[src/rtl/uart_pixel_loader.sv]
// Packet parser between the UART byte receiver and the frame-buffer write port.
// Decodes SYNC/CMD framed packets into set-pointer, run-length fill and raw pixel writes.
module uart_pixel_loader #(
    parameter int unsigned WIDTH       = 640,
    parameter int unsigned HEIGHT      = 480,
    parameter logic [7:0]  SYNC_BYTE   = 8'hA5,
    parameter int unsigned TIMEOUT_CYC = 1000000
) (
    input  logic        clk,
    input  logic        rst,
    input  logic [7:0]  rx_data,
    input  logic        rx_valid,
    input  logic        err_clr,
    output logic        wr_en,
    output logic [18:0] wr_addr,
    output logic [2:0]  wr_data,
    output logic        busy,
    output logic        pkt_done,
    output logic        err_cmd,
    output logic        err_ovr,
    output logic        err_tmo
);

    localparam int unsigned MAX_ADDR = WIDTH * HEIGHT;
    localparam int unsigned TmoW     = $clog2(TIMEOUT_CYC + 1);
    localparam logic [18:0] LastAddr = 19'(MAX_ADDR - 1);

    typedef enum logic [2:0] {
        StIdle, StCmd, StAddr, StLen, StColor, StFill, StRaw
    } state_e;

    state_e           state_q, state_d;
    logic [1:0]       byte_cnt_q, byte_cnt_d;
    logic             is_fill_q, is_fill_d;
    logic [15:0]      addr_sr_q, addr_sr_d;
    logic [7:0]       len_hi_q, len_hi_d;
    logic [15:0]      cnt_q, cnt_d;
    logic [2:0]       color_q, color_d;
    logic [18:0]      ptr_q, ptr_d;
    logic [TmoW-1:0]  tmo_q, tmo_d;
    logic             done_pend_q, done_pend_d;
    logic             wr_en_q, wr_en_d;
    logic [18:0]      wr_addr_q, wr_addr_d;
    logic [2:0]       wr_data_q, wr_data_d;
    logic             busy_q, busy_d;
    logic             pkt_done_q, pkt_done_d;
    logic             err_cmd_q, err_cmd_d;
    logic             err_ovr_q, err_ovr_d;
    logic             err_tmo_q, err_tmo_d;

    logic [18:0]      ptr_next;
    logic [23:0]      addr_full;
    logic             addr_ok;
    logic [15:0]      len_full;
    logic             tmo_run;
    logic             tmo_hit;
    logic             set_cmd, set_ovr, set_tmo;

    assign ptr_next  = (ptr_q == LastAddr) ? 19'd0 : ptr_q + 19'd1;
    assign addr_full = {addr_sr_q, rx_data};
    assign addr_ok   = ({13'd0, addr_full[18:0]} < 32'(MAX_ADDR));
    assign len_full  = {len_hi_q, rx_data};
    assign tmo_run   = (state_q == StCmd) || (state_q == StAddr) || (state_q == StLen) ||
                       (state_q == StColor) || (state_q == StRaw);
    assign tmo_hit   = tmo_run && !rx_valid && (tmo_q == TmoW'(TIMEOUT_CYC - 1));

    always_comb begin
        state_d     = state_q;
        byte_cnt_d  = byte_cnt_q;
        is_fill_d   = is_fill_q;
        addr_sr_d   = addr_sr_q;
        len_hi_d    = len_hi_q;
        cnt_d       = cnt_q;
        color_d     = color_q;
        ptr_d       = ptr_q;
        tmo_d       = (tmo_run && !rx_valid) ? tmo_q + TmoW'(1) : '0;
        done_pend_d = 1'b0;
        wr_en_d     = 1'b0;
        wr_addr_d   = wr_addr_q;
        wr_data_d   = wr_data_q;
        pkt_done_d  = done_pend_q;
        set_cmd     = 1'b0;
        set_ovr     = 1'b0;
        set_tmo     = 1'b0;

        unique case (state_q)
            StIdle: begin
                if (rx_valid && rx_data == SYNC_BYTE) state_d = StCmd;
            end
            StCmd: begin
                if (rx_valid) begin
                    byte_cnt_d = 2'd0;
                    case (rx_data)
                        8'h01:   state_d = StAddr;
                        8'h02: begin
                            is_fill_d = 1'b1;
                            state_d   = StLen;
                        end
                        8'h03: begin
                            is_fill_d = 1'b0;
                            state_d   = StLen;
                        end
                        default: begin
                            set_cmd = 1'b1;
                            state_d = StIdle;
                        end
                    endcase
                end
            end
            StAddr: begin
                if (rx_valid) begin
                    addr_sr_d  = {addr_sr_q[7:0], rx_data};
                    byte_cnt_d = byte_cnt_q + 2'd1;
                    if (byte_cnt_q == 2'd2) begin
                        state_d = StIdle;
                        if (addr_ok) begin
                            ptr_d      = addr_full[18:0];
                            pkt_done_d = 1'b1;
                        end else begin
                            set_cmd = 1'b1;
                        end
                    end
                end
            end
            StLen: begin
                if (rx_valid) begin
                    len_hi_d   = rx_data;
                    byte_cnt_d = byte_cnt_q + 2'd1;
                    if (byte_cnt_q == 2'd1) begin
                        cnt_d = len_full;
                        if (len_full == 16'd0) begin
                            state_d    = StIdle;
                            pkt_done_d = 1'b1;
                        end else begin
                            state_d = is_fill_q ? StColor : StRaw;
                        end
                    end
                end
            end
            StColor: begin
                if (rx_valid) begin
                    color_d   = rx_data[2:0];
                    wr_en_d   = 1'b1;
                    wr_addr_d = ptr_q;
                    wr_data_d = rx_data[2:0];
                    ptr_d     = ptr_next;
                    cnt_d     = cnt_q - 16'd1;
                    state_d   = StFill;
                end
            end
            StFill: begin
                // Bytes arriving mid-fill are dropped; the fill keeps running.
                if (rx_valid) set_ovr = 1'b1;
                if (cnt_q == 16'd0) begin
                    state_d    = StIdle;
                    pkt_done_d = 1'b1;
                end else begin
                    wr_en_d   = 1'b1;
                    wr_addr_d = ptr_q;
                    wr_data_d = color_q;
                    ptr_d     = ptr_next;
                    cnt_d     = cnt_q - 16'd1;
                end
            end
            StRaw: begin
                if (rx_valid) begin
                    wr_en_d   = 1'b1;
                    wr_addr_d = ptr_q;
                    wr_data_d = rx_data[2:0];
                    ptr_d     = ptr_next;
                    cnt_d     = cnt_q - 16'd1;
                    if (cnt_q == 16'd1) begin
                        // pkt_done follows the cycle of the final write.
                        state_d     = StIdle;
                        done_pend_d = 1'b1;
                    end
                end
            end
            default: state_d = StIdle;
        endcase

        if (tmo_hit) begin
            set_tmo = 1'b1;
            state_d = StIdle;
        end

        busy_d    = (state_d == StFill);
        err_cmd_d = (err_cmd_q && !err_clr) || set_cmd;
        err_ovr_d = (err_ovr_q && !err_clr) || set_ovr;
        err_tmo_d = (err_tmo_q && !err_clr) || set_tmo;
    end

    always_ff @(posedge clk or posedge rst) begin
        if (rst) begin
            state_q     <= StIdle;
            byte_cnt_q  <= 2'd0;
            is_fill_q   <= 1'b0;
            addr_sr_q   <= 16'd0;
            len_hi_q    <= 8'd0;
            cnt_q       <= 16'd0;
            color_q     <= 3'd0;
            ptr_q       <= 19'd0;
            tmo_q       <= '0;
            done_pend_q <= 1'b0;
            wr_en_q     <= 1'b0;
            wr_addr_q   <= 19'd0;
            wr_data_q   <= 3'd0;
            busy_q      <= 1'b0;
            pkt_done_q  <= 1'b0;
            err_cmd_q   <= 1'b0;
            err_ovr_q   <= 1'b0;
            err_tmo_q   <= 1'b0;
        end else begin
            state_q     <= state_d;
            byte_cnt_q  <= byte_cnt_d;
            is_fill_q   <= is_fill_d;
            addr_sr_q   <= addr_sr_d;
            len_hi_q    <= len_hi_d;
            cnt_q       <= cnt_d;
            color_q     <= color_d;
            ptr_q       <= ptr_d;
            tmo_q       <= tmo_d;
            done_pend_q <= done_pend_d;
            wr_en_q     <= wr_en_d;
            wr_addr_q   <= wr_addr_d;
            wr_data_q   <= wr_data_d;
            busy_q      <= busy_d;
            pkt_done_q  <= pkt_done_d;
            err_cmd_q   <= err_cmd_d;
            err_ovr_q   <= err_ovr_d;
            err_tmo_q   <= err_tmo_d;
        end
    end

    assign wr_en    = wr_en_q;
    assign wr_addr  = wr_addr_q;
    assign wr_data  = wr_data_q;
    assign busy     = busy_q;
    assign pkt_done = pkt_done_q;
    assign err_cmd  = err_cmd_q;
    assign err_ovr  = err_ovr_q;
    assign err_tmo  = err_tmo_q;

endmodule

[config.mk]
export PLATFORM = sky130hd
export DESIGN_NAME = uart_pixel_loader
export DESIGN_NICKNAME = d
export VERILOG_FILES = /design/src/rtl/uart_pixel_loader.sv
export SDC_FILE = /design/constraint.sdc
export NUM_CORES = 1
export LEC_CHECK = 0
export CORE_ASPECT_RATIO = 0.9
export CORE_UTILIZATION = 55
export CTS_BUF_LIST = sky130_fd_sc_hd__clkbuf_8
export CTS_CLUSTER_DIAMETER = 80
export DETAILED_ROUTE_END_ITERATION = 7
export PLACE_DENSITY = 0.75
export SYNTH_ARGS = -nofsm -noshare
export SYNTH_HDL_FRONTEND = slang
export SYNTH_SLANG_ARGS = --single-unit
[constraint.sdc]
create_clock -name clk -period 8.3 [get_ports clk]
set_input_delay 0.83 -clock clk [delete_from_list [all_inputs] [get_ports clk]]
set_output_delay 0.83 -clock clk [all_outputs]
set_load 0.01 [all_outputs]
==> results of run 1 <==
## registers in the layout (all words and copies together) (netlist names), 2 cells and up
register	flops
wr_data	3
wr_addr	19
state_q	3
cnt_q	16
ptr_q	19
tmo_q	20
addr_sr_q	11
len_hi_q	8
byte_cnt_q	2
color_q	3
## final timing paths
kind | depth (start not counted) | endpoint | slack [ns] | start
worst max register to register | 6 | ptr_q[18] | 5.81 | state_q[0]
min in group asynchronous | 2 | tmo_q[6] | 0.83 | rst
worst min register to register | 1 | wr_addr[14] | 0.50 | wr_addr[14]
worst min-delay path | 1 | wr_addr[14] | 0.50 | wr_addr[14]
worst max-delay path | 4 | addr_sr_q[10] | 5.49 | rx_valid
max in group asynchronous | 3 | cnt_q[9] | 6.14 | rst
## kinds of logic (layout without fill, tap and decap cells)
logic type	Yosys count	count (layout)	share of synthesized area (%)
adder cells (fa/ha/maj)	7	7	1.48
AND/OR/NAND/NOR	211	211	19.8
multiplexers	45	45	8.46
XOR/XNOR	18	18	2.66
buffers and inverters	48	77	3.82
flip-flops	112	112	47.3
AO/OA/AOI/OAI	139	139	16.5
## cell type report
| cell class | count | area [µm²] | area share [%] |
|---|---|---|---|
| Inverter | 20 | 77.6 | 1.18 |
| Clock inverter | 5 | 57.6 | 0.878 |
| Tap cell | 129 | 161 | 2.46 |
| Multi-Input combinational cell | 420 | 2910 | 44.3 |
| Timing Repair Buffer | 42 | 413 | 6.30 |
| Sequential cell | 112 | 2800 | 42.7 |
| Clock buffer | 10 | 138 | 2.10 |
## power by group
part           internal (mW)  switching [mW]  leakage (nW)
registers              0.546        0.000761          1.48
logic                0.00871          0.0222          1.22
clock network          0.146           0.186        0.0962
total                  0.701           0.209          2.79
## cell usage in the layout, fill, tap and decap left out, types with 13 or more instances in the layout
cell type	Yosys	layout
a22o_1	25	25
nand3_1	26	26
mux2_2	28	28
xor2_1	13	13
o22ai_1	17	17
nand2_1	49	49
nor3_1	14	14
o21ai_0	36	36
inv_1	20	20
clkdlybuf4s50_1	0	39
nor2_1	44	44
mux2_1	13	13
o31ai_1	14	13
dfrtp_1	112	112
## metal layers
layer	vias up	share of wire (%)	global-route usage [%]
met4	0	2.3	11.0
met3	27	6.3	4.51
met2	186	46	41.7
li1	2200	-	-
met5	-	0	0
met1	2349	46	37.3
## metrics by stage
step                      utilization [%]  std cells  hold slack (ns)  total power, mW  instance area [µm²]
after floorplan                         -        580            0.447            0.574                 5930
after global placement               61.3        723            0.468            0.588                 6360
after detailed placement             61.3        723            0.477            0.588                 6360
after CTS                            63.2        738            0.491            0.915                 6560
after global routing                 63.2        738            0.513            0.938                 6560
final                                63.2        738            0.498            0.910                 6560
## critical path: cells and delay by family
| kind | cells | cell delay (ns) |
|---|---|---|
| buffers and inverters | 1 | 0.71 |
| AND/OR/NAND/NOR | 2 | 1.12 |
| multiplexers | 1 | 0.42 |
==> results_tabular.tex, run 1 <==
\begin{tabular}{lr}
\hline
Metric & Value \\
\hline
\multicolumn{2}{l}{\textbf{Drt}} \\
DRC violation count after routing & 10 \\
Remaining antenna violation count & 0 \\
First DRT Iteration DRCs & 452 \\
Router iterations before antenna repair & 8 \\
Final Routed Wirelength & 14100 µm \\
Avg Vias per Cell & approximately 6.5 \\
Average detailed-routed wire length per instance & 19.1 µm \\
Via count & 4762 \\
\multicolumn{2}{l}{\textbf{Synthesis}} \\
Top post-synthesis cells by count & dfrtp\_1, nand2\_1, nor2\_1 \\
Dominant cells by area after synthesis & dfrtp\_1, mux2\_2, a22o\_1 \\
Number of nets in the synthesized netlist & approximately 600 \\
Cell type contributing the most total cell area after synthesis & dfrtp\_1 \\
Number of enable flip-flop cells after synthesis & 0 \\
Post-synthesis sequential element count & approximately 110 \\
Leading cell type by number of instances after synthesis & dfrtp\_1 \\
Async set or reset register ratio after synthesis & between 90\% and 100\% \\
Distinct cell type count after synthesis & 65 \\
Fraction of post-synthesis cell area in the top cell type by area & 47.3\% \\
Warning count from the yosys run & 0 \\
Primary FF master, synth & dfrtp\_1 \\
Netlist area before placement & 0.00593 mm² \\
Mean cell area of the mapped netlist & 10.2 µm² \\
Number of instances in the synthesized netlist & 580 \\
Sequential-to-total area share from yosys stat & between 40 and 50\% \\
\multicolumn{2}{l}{\textbf{Power and ir drop}} \\
Worst IR Drop VDD & 96.3 µV \\
Total power divided by cell area & 139 mW/mm² \\
Static Leak & $\sim$2.8 nW \\
\multicolumn{2}{l}{\textbf{Status}} \\
Violations in the final reports & DRC \\
Status & finished, violations left \\
\multicolumn{2}{l}{\textbf{Layout}} \\
Number of nets in the layout & 624 \\
Ratio of cells with drive above 1 in the final layout & 10.2\% \\
Fill count & 871 \\
Area growth from synthesis to final layout & 10.6\% \\
Antenna cells & 0 \\
\multicolumn{2}{l}{\textbf{STA}} \\
Final-report hold violation count & 0 \\
Total Negative Setup Slacks & 0 ns \\
Fin Clk Skew & around 0.013 ns \\
Unrepaired setup endpoints after global routing & false \\
Measured slew at the worst slew-check pin & 1.01 ns \\
Final setup fails & 0 \\
Final critical-path share of the clock period & between 30\% and 40\% \\
Min Tclk post-route & 2.81 ns \\
Maximum clock rate & 356 MHz \\
Final worst slack & 5.49 ns \\
Count of pins over their slew limit & 0 \\
Worst rel slew slack & 31.4\% \\
\multicolumn{2}{l}{\textbf{Worst setup path}} \\
Startpoint class of the critical path & input pin \\
Peak per-stage delay on the critical path & 0.73 ns \\
Worst endpoint data arrival time & roughly 3.1 ns \\
Setup Crit Path Kind & input pin to flip-flop \\
Top fanout value on the critical path & 13 \\
Cells along the critical path & clkdlybuf4s50\_1, nor2b\_1, and2\_0, mux2\_2 \\
Endpoint required time on the critical path & 8.57 ns \\
CP max stage cell & and2\_0 \\
Worst setup EP type & flip-flop \\
\multicolumn{2}{l}{\textbf{CTS}} \\
\# hold bufs at CTS & 0 \\
Gates resized, CTS repair & 0 \\
Clock-pin transition on the worst setup and hold timing paths & $\sim$0.10 ns \\
Clock Root Buffer & clkbuf\_8 \\
TritonCTS clock tree & done \\
Buffer levels on the longest clock path & 2 \\
CTS buffer count & 9 \\
CTS sink cnt & around 110 \\
Deepest level of the CTS H-tree & 3 \\
Setup bufs post-CTS & 0 \\
Clock latency reported for the late side of the worst-skew pair & between 0.3 and 0.4 ns \\
\multicolumn{2}{l}{\textbf{Job}} \\
Maximum capacitance violations & 0 \\
\multicolumn{2}{l}{\textbf{Die}} \\
Effective utilization at floorplan & 57.1\% \\
Core footprint & 0.0104 mm² \\
I/O Pins & 40 \\
Chip Width & 111 µm \\
Y dimension of the die & between 100 and 150 µm \\
Die Footprint & between 0.01 and 0.015 mm² \\
Site Rows & 35 \\
\multicolumn{2}{l}{\textbf{Global route}} \\
Antenna violations before repair & 0 \\
Vias in the first global route & 4665 \\
Global-route wire length before repair & 23400 µm \\
Overall global routing resource usage & 26.7\% \\
Pin count of the biggest net entering global routing & 75 \\
Sum of overflow across all layers after global routing & 0 \\
\multicolumn{2}{l}{\textbf{Placement}} \\
Routability congestion estimate & approximately 0.90 \\
DPL Wire Length & 9650 µm \\
Post-placement setup slack & 5.14 ns \\
Input/output buffers & 39 \\
\multicolumn{2}{l}{\textbf{Min path}} \\
Hold Crit Class & flip-flop to flip-flop \\
\hline
\end{tabular}
No activity file was read; power rests on OpenSTA's default activity.
==> inputs of run 2 (changes only) <==
==> constraint.sdc (replaced) <==
create_clock -name clk -period 2.9 [get_ports clk]
set_input_delay 0.29 -clock clk [delete_from_list [all_inputs] [get_ports clk]]
set_output_delay 0.29 -clock clk [all_outputs]
set_load 0.01 [all_outputs]
==> run 2 against run 1 <==
- sequential power grew to 2.9 times the previous value
- sequential share of layout area shrank 0.30 points
- cell count grew 1.1%
- register-to-register slack lost 5.4 ns
- final area grew 0.71%
- clock skew shrank 0.0038 ns
- global-route usage grew 0.12 points
- the flow still finishes with violations (DRC)
- core utilization grew 0.45 points
- critical path depth grew 2
==> results_tabular.tex, run 2 (synthesis results as in run 1) <==
\begin{tabular}{lr}
\hline
Metric & Value \\
\hline
\multicolumn{2}{l}{\textbf{Die}} \\
Effective utilization at floorplan & 57.1\% \\
Core footprint & 0.0104 mm² \\
I/O Pins & 40 \\
Chip Width & 111 µm \\
Site Rows & 35 \\
Y dimension of the die & 100 µm \\
Die Footprint & 0.0112 mm² \\
\multicolumn{2}{l}{\textbf{CTS}} \\
Setup bufs post-CTS & 0 \\
Deepest level of the CTS H-tree & 3 \\
\# hold bufs at CTS & 0 \\
Clock Root Buffer & clkbuf\_8 \\
Gates resized, CTS repair & 0 \\
CTS sink cnt & 112 \\
CTS buffer count & 9 \\
Clock-pin transition on the worst setup and hold timing paths & $\sim$0.10 ns \\
TritonCTS clock tree & done \\
Buffer levels on the longest clock path & 2 \\
Clock latency reported for the late side of the worst-skew pair & 0.38 ns \\
\multicolumn{2}{l}{\textbf{Power and ir drop}} \\
Part of the total power dissipated in the clock network & 34.1\% \\
Worst IR Drop VDD & 279 µV \\
Static Leak & 2.83 nW \\
Combinational cell fraction of total power & 3.8\% \\
Total power divided by cell area & 382 mW/mm² \\
Sequential cell fraction of total power & 62.1\% \\
P\_int & 1.93 mW \\
Switching share of power & a little under a quarter \\
Switching power summed over all nets & 0.593 mW \\
\multicolumn{2}{l}{\textbf{Placement}} \\
DPL Wire Length & just under 10000 µm \\
Routability congestion estimate & 0.919 \\
Placed standard-cell area & 0.00643 mm² \\
Placed Instances & 731 \\
Input/output buffers & 39 \\
\multicolumn{2}{l}{\textbf{Worst setup path}} \\
Reg2Reg Capture Point & ptr\_q[18] \\
Top fanout value on the critical path & 18 \\
Endpoint required time on the critical path & 3.17 ns \\
Setup Crit Path Kind & flip-flop to flip-flop \\
Cell count of the worst reg-to-reg path & 6 \\
Startpoint class of the critical path & flip-flop \\
Worst setup EP type & flip-flop \\
Startpoint of the worst register-to-register path & ptr\_q[0] \\
Setup slack on the worst flop-to-flop path & roughly 0.46 ns \\
Worst endpoint data arrival time & 2.71 ns \\
\multicolumn{2}{l}{\textbf{Min path}} \\
Hold Crit Class & input pin to asynchronous set/reset pin \\
\multicolumn{2}{l}{\textbf{Job}} \\
Maximum capacitance violations & 0 \\
\multicolumn{2}{l}{\textbf{Drt}} \\
DRC violation count after routing & 10 \\
Via count & 4815 \\
Final Routed Wirelength & 14200 µm \\
First DRT Iteration DRCs & 425 \\
Router iterations before antenna repair & 7 \\
Remaining antenna violation count & 0 \\
Average detailed-routed wire length per instance & about 19 µm \\
Avg Vias per Cell & between 6 and 7 \\
\multicolumn{2}{l}{\textbf{Layout}} \\
Post-route cell area & 0.00660 mm² \\
Area growth from synthesis to final layout & 11.4\% \\
Ratio of cells with drive above 1 in the final layout & 11.2\% \\
Utilization after layout & 63.6\% \\
Register name with the most flops & tmo\_q \\
Most common cell after layout, fill and taps aside & dfrtp\_1 \\
Finished Layout Cells & 746 \\
Commonest cells after routing, fill and taps aside & dfrtp\_1, nand2\_1, nor2\_1, clkdlybuf4s50\_1, o21ai\_0 \\
Flip-flop count of the largest register after layout & 20 \\
Number of nets in the layout & 632 \\
Antenna cells & 0 \\
\multicolumn{2}{l}{\textbf{STA}} \\
Unrepaired setup endpoints after global routing & false \\
Fin Clk Skew & 0.00882 ns \\
Measured slew at the worst slew-check pin & 0.680 ns \\
Final setup fails & 0 \\
Worst rel slew slack & 54.3\% \\
Count of pins over their slew limit & 0 \\
Total Negative Setup Slacks & 0 ns \\
Min Tclk post-route & 2.44 ns \\
Final hold slack & 0.419 ns \\
Final-report hold violation count & 0 \\
Maximum clock rate & 410 MHz \\
Final critical-path share of the clock period & a little over four fifths \\
\multicolumn{2}{l}{\textbf{Global route}} \\
Global-route wire length before repair & 23600 µm \\
Pin count of the biggest net entering global routing & 113 \\
Vias in the first global route & about 4.7k \\
Antenna violations before repair & 0 \\
Overall global routing resource usage & between 20\% and 30\% \\
Sum of overflow across all layers after global routing & 0 \\
\multicolumn{2}{l}{\textbf{Status}} \\
Status & finished, violations left \\
Violations in the final reports & DRC \\
\hline
\end{tabular}
==> run 2: how the worst max path moves through the flow <==
stage	from	end	slack (ns)	depth (start not counted)
floorplan	ptr_q[0]	ptr_q[0]	0.99	8
global placement	rx_valid	cnt_q[9]	0.51	6
detailed placement	rx_valid	busy	0.49	5
CTS	ptr_q[0]	ptr_q[18]	0.52	6
global route	ptr_q[0]	ptr_q[0]	0.31	6
finish	ptr_q[0]	ptr_q[18]	0.46	6
==> run 2: power by group through the flow <==
stage                     sequential, mW  clock [mW]  combinational, mW
after floorplan                     1.59           0             0.0477
after global placement              1.60           0             0.0961
after detailed placement            1.60           0             0.0976
after CTS                           1.56       0.872             0.0980
after global routing                1.57       0.924              0.107
final                               1.56       0.859             0.0964
==> run 2: metrics by stage <==
stage	power [mW]	setup WS (ns)
2_1_floorplan	1.64	0.987
3_3_place_gp	1.69	0.513
3_5_place_dp	1.69	0.485
5_1_grt	2.60	0.312
4_1_cts	2.53	0.518
6_report	2.52	0.460
==> run 2: worst max-delay path, stage by stage (launching register included) <==
cell     delay [ns]
dfrtp_1        0.46
ha_1           0.27
nand4_1        0.20
nor4_2         0.39
a21o_1         0.58
o22ai_1        0.18
a22o_1         0.26
==> run 2: layout make-up <==
cell class,instances,area (µm²)
fill,846,3770
inverter,20,78.8
clock inverter,5,33.8
tap,129,161
sequential,112,2800
multi-input combinational,420,2900
clock buffer,10,138
timing repair buffer,50,485
==> run 2: layer usage <==
layer	part of all wire, %	global-route usage (%)	vias up
li1	-	-	2222
met1	45	38.1	2339
met2	45	42.3	227
met3	7.8	4.57	27
met4	2.1	8.84	0
met5	0	0	-
==> inputs of run 3 (changes only) <==
==> constraint.sdc (replaced) <==
create_clock -name clk -period 2.6 [get_ports clk]
set_input_delay 0.26 -clock clk [delete_from_list [all_inputs] [get_ports clk]]
set_output_delay 0.26 -clock clk [all_outputs]
set_load 0.01 [all_outputs]
==> run 3 against run 2 <==
- the flow still finishes with violations (DRC)
- critical path depth grew 1
- global-route usage grew 0.33 points
- clock power grew 20%
- cell count grew 0.94%
- sequential cell count is the same
- final area grew 1.3%
- clock-buffer cell count is the same
- register-to-register slack lost 0.16 ns
- setup slack lost 0.16 ns
- critical path type unchanged
- critical endpoint is now ptr_q[6]
- largest cell class unchanged
- highest routed layer unchanged
==> results_tabular.tex, run 3 (synthesis results as in run 1) <==
\begin{tabular}{lr}
\hline
Metric & Value \\
\hline
\multicolumn{2}{l}{\textbf{Layout}} \\
Antenna cells & 0 \\
Post-route cell area & 0.00669 mm² \\
Flip-flop count of the largest register after layout & 20 \\
Area growth from synthesis to final layout & 12.9\% \\
Commonest cells after routing, fill and taps aside & dfrtp\_1, nand2\_1, nor2\_1, clkdlybuf4s50\_1, o21ai\_0 \\
Register name with the most flops & tmo\_q \\
Ratio of cells with drive above 1 in the final layout & 12.2\% \\
Number of nets in the layout & around 640 \\
Most common cell after layout, fill and taps aside & dfrtp\_1 \\
\multicolumn{2}{l}{\textbf{Worst setup path}} \\
Startpoint of the worst register-to-register path & ptr\_q[0] \\
Cell count of the worst reg-to-reg path & 7 \\
Crit path to & ptr\_q[6] \\
Reg2Reg Capture Point & ptr\_q[6] \\
Endpoint required time on the critical path & 2.87 ns \\
Top fanout value on the critical path & 12 \\
Worst endpoint data arrival time & 2.57 ns \\
Setup Crit Path Kind & flip-flop to flip-flop \\
Worst setup EP type & flip-flop \\
Startpoint class of the critical path & flip-flop \\
Setup slack on the worst flop-to-flop path & 0.30 ns \\
Worst setup path startpoint & ptr\_q[0] \\
\multicolumn{2}{l}{\textbf{STA}} \\
Count of pins over their slew limit & 0 \\
Total Negative Setup Slacks & 0 ns \\
Final-report hold violation count & 0 \\
Final setup fails & 0 \\
Final hold slack & 0.323 ns \\
Unrepaired setup endpoints after global routing & false \\
Min Tclk post-route & 2.30 ns \\
Final critical-path share of the clock period & 88.6\% \\
Fin Clk Skew & 0.0129 ns \\
Worst rel slew slack & 48.4\% \\
Maximum clock rate & 434 MHz \\
Measured slew at the worst slew-check pin & 0.768 ns \\
\multicolumn{2}{l}{\textbf{Die}} \\
Chip Width & 111 µm \\
Die Footprint & 0.0112 mm² \\
Y dimension of the die & 100 µm \\
Core footprint & approximately 0.010 mm² \\
Site Rows & 35 \\
Effective utilization at floorplan & 57.1\% \\
I/O Pins & 40 \\
\multicolumn{2}{l}{\textbf{CTS}} \\
\# hold bufs at CTS & 0 \\
TritonCTS clock tree & done \\
Gates resized, CTS repair & 0 \\
CTS buffer count & 9 \\
Clock Root Buffer & clkbuf\_8 \\
Deepest level of the CTS H-tree & 3 \\
Buffer levels on the longest clock path & 2 \\
Setup bufs post-CTS & 0 \\
Clock-pin transition on the worst setup and hold timing paths & 0.10 ns \\
CTS sink cnt & 112 \\
Clock latency reported for the late side of the worst-skew pair & about 0.37 ns \\
\multicolumn{2}{l}{\textbf{Placement}} \\
DPL Wire Length & between 10000 and 15000 µm \\
Routability congestion estimate & 0.997 \\
Placed standard-cell area & between 0.006 and 0.007 mm² \\
Input/output buffers & 39 \\
\multicolumn{2}{l}{\textbf{Drt}} \\
Avg Vias per Cell & 6.46 \\
Remaining antenna violation count & 0 \\
Router iterations before antenna repair & 7 \\
First DRT Iteration DRCs & 481 \\
DRC violation count after routing & 5 \\
Average detailed-routed wire length per instance & 19.1 µm \\
Via count & around 4.9k \\
Final Routed Wirelength & 14400 µm \\
\multicolumn{2}{l}{\textbf{Global route}} \\
Antenna violations before repair & 0 \\
Pin count of the biggest net entering global routing & 49 \\
Overall global routing resource usage & 27.2\% \\
Global-route wire length before repair & 23700 µm \\
Vias in the first global route & 4644 \\
Sum of overflow across all layers after global routing & 0 \\
\multicolumn{2}{l}{\textbf{Status}} \\
Violations in the final reports & DRC \\
Status & finished, violations left \\
\multicolumn{2}{l}{\textbf{Power and ir drop}} \\
Worst IR Drop VDD & around 280 µV \\
Static Leak & 2.87 nW \\
Total power divided by cell area & approximately 430 mW/mm² \\
Final total power & 2.89 mW \\
\multicolumn{2}{l}{\textbf{Min path}} \\
Hold Crit Class & input pin to asynchronous set/reset pin \\
\multicolumn{2}{l}{\textbf{Job}} \\
Maximum capacitance violations & 0 \\
\hline
\end{tabular}
==> run 3: changes by cell type in the layout (fill, tap and decap cells not counted), sizes merged <==
| cell | previous run | this run |
|---|---|---|
| clkinvlp | 2 | 3 |
| buf | 11 | 18 |
| bufinv | 0 | 1 |
| clkinv | 2 | 0 |
==> run 3: metal layers <==
layer  share of wire, %  track usage [%]  vias to the layer above
met5                  0                0                        -
met4                2.5             11.3                        0
met3                7.3             4.87                       26
met2                 46             42.2                      225
met1                 45             38.0                     2383
li1                   -                -                     2228
==> run 3: through the flow <==
step	setup WS, ns	utilization, %	instances
after global routing	0.101	64.5	753
after floorplan	0.687	-	580
after CTS	0.342	64.5	753
after detailed placement	0.0537	62.6	738
after global placement	0.139	62.6	738
final	0.297	64.5	753
==> run 3: worst min path at each step <==
| stage | start | to | cells after the start |
|---|---|---|---|
| after floorplan | err_clr | err_tmo | 1 |
| after global placement | tmo_q[0] | tmo_q[0] | 1 |
| after detailed placement | is_fill_q | is_fill_q | 2 |
| after CTS | rst | wr_addr[2] | 2 |
| after global routing | rst | wr_addr[2] | 2 |
| final | rst | ptr_q[17] | 2 |
==> run 3: cell type report <==
cell class,count,area (µm²)
clock buffers,10,138
multi-input cells,420,2900
fillers,850,3690
repair buffers,57,551
clock inverters,5,57.6
well taps,129,161
flip-flops and latches,112,2800
inverters,20,78.8
==> run 3: power by group <==
part           total [mW]  internal, mW  switching (mW)
registers            1.74          1.74         0.00244
clock network        1.03         0.467           0.562
logic               0.114        0.0399          0.0742
total                2.89          2.25           0.638
==> run 3: worst max-delay path, cell delays in order (launching register included) <==
cell and delay, ns:
dfrtp_1 0.47, ha_1 0.26, nand4_1 0.20, nor4_2 0.38, a21o_1 0.30, buf_4 0.25, o31ai_1 0.10, a22o_1 0.24
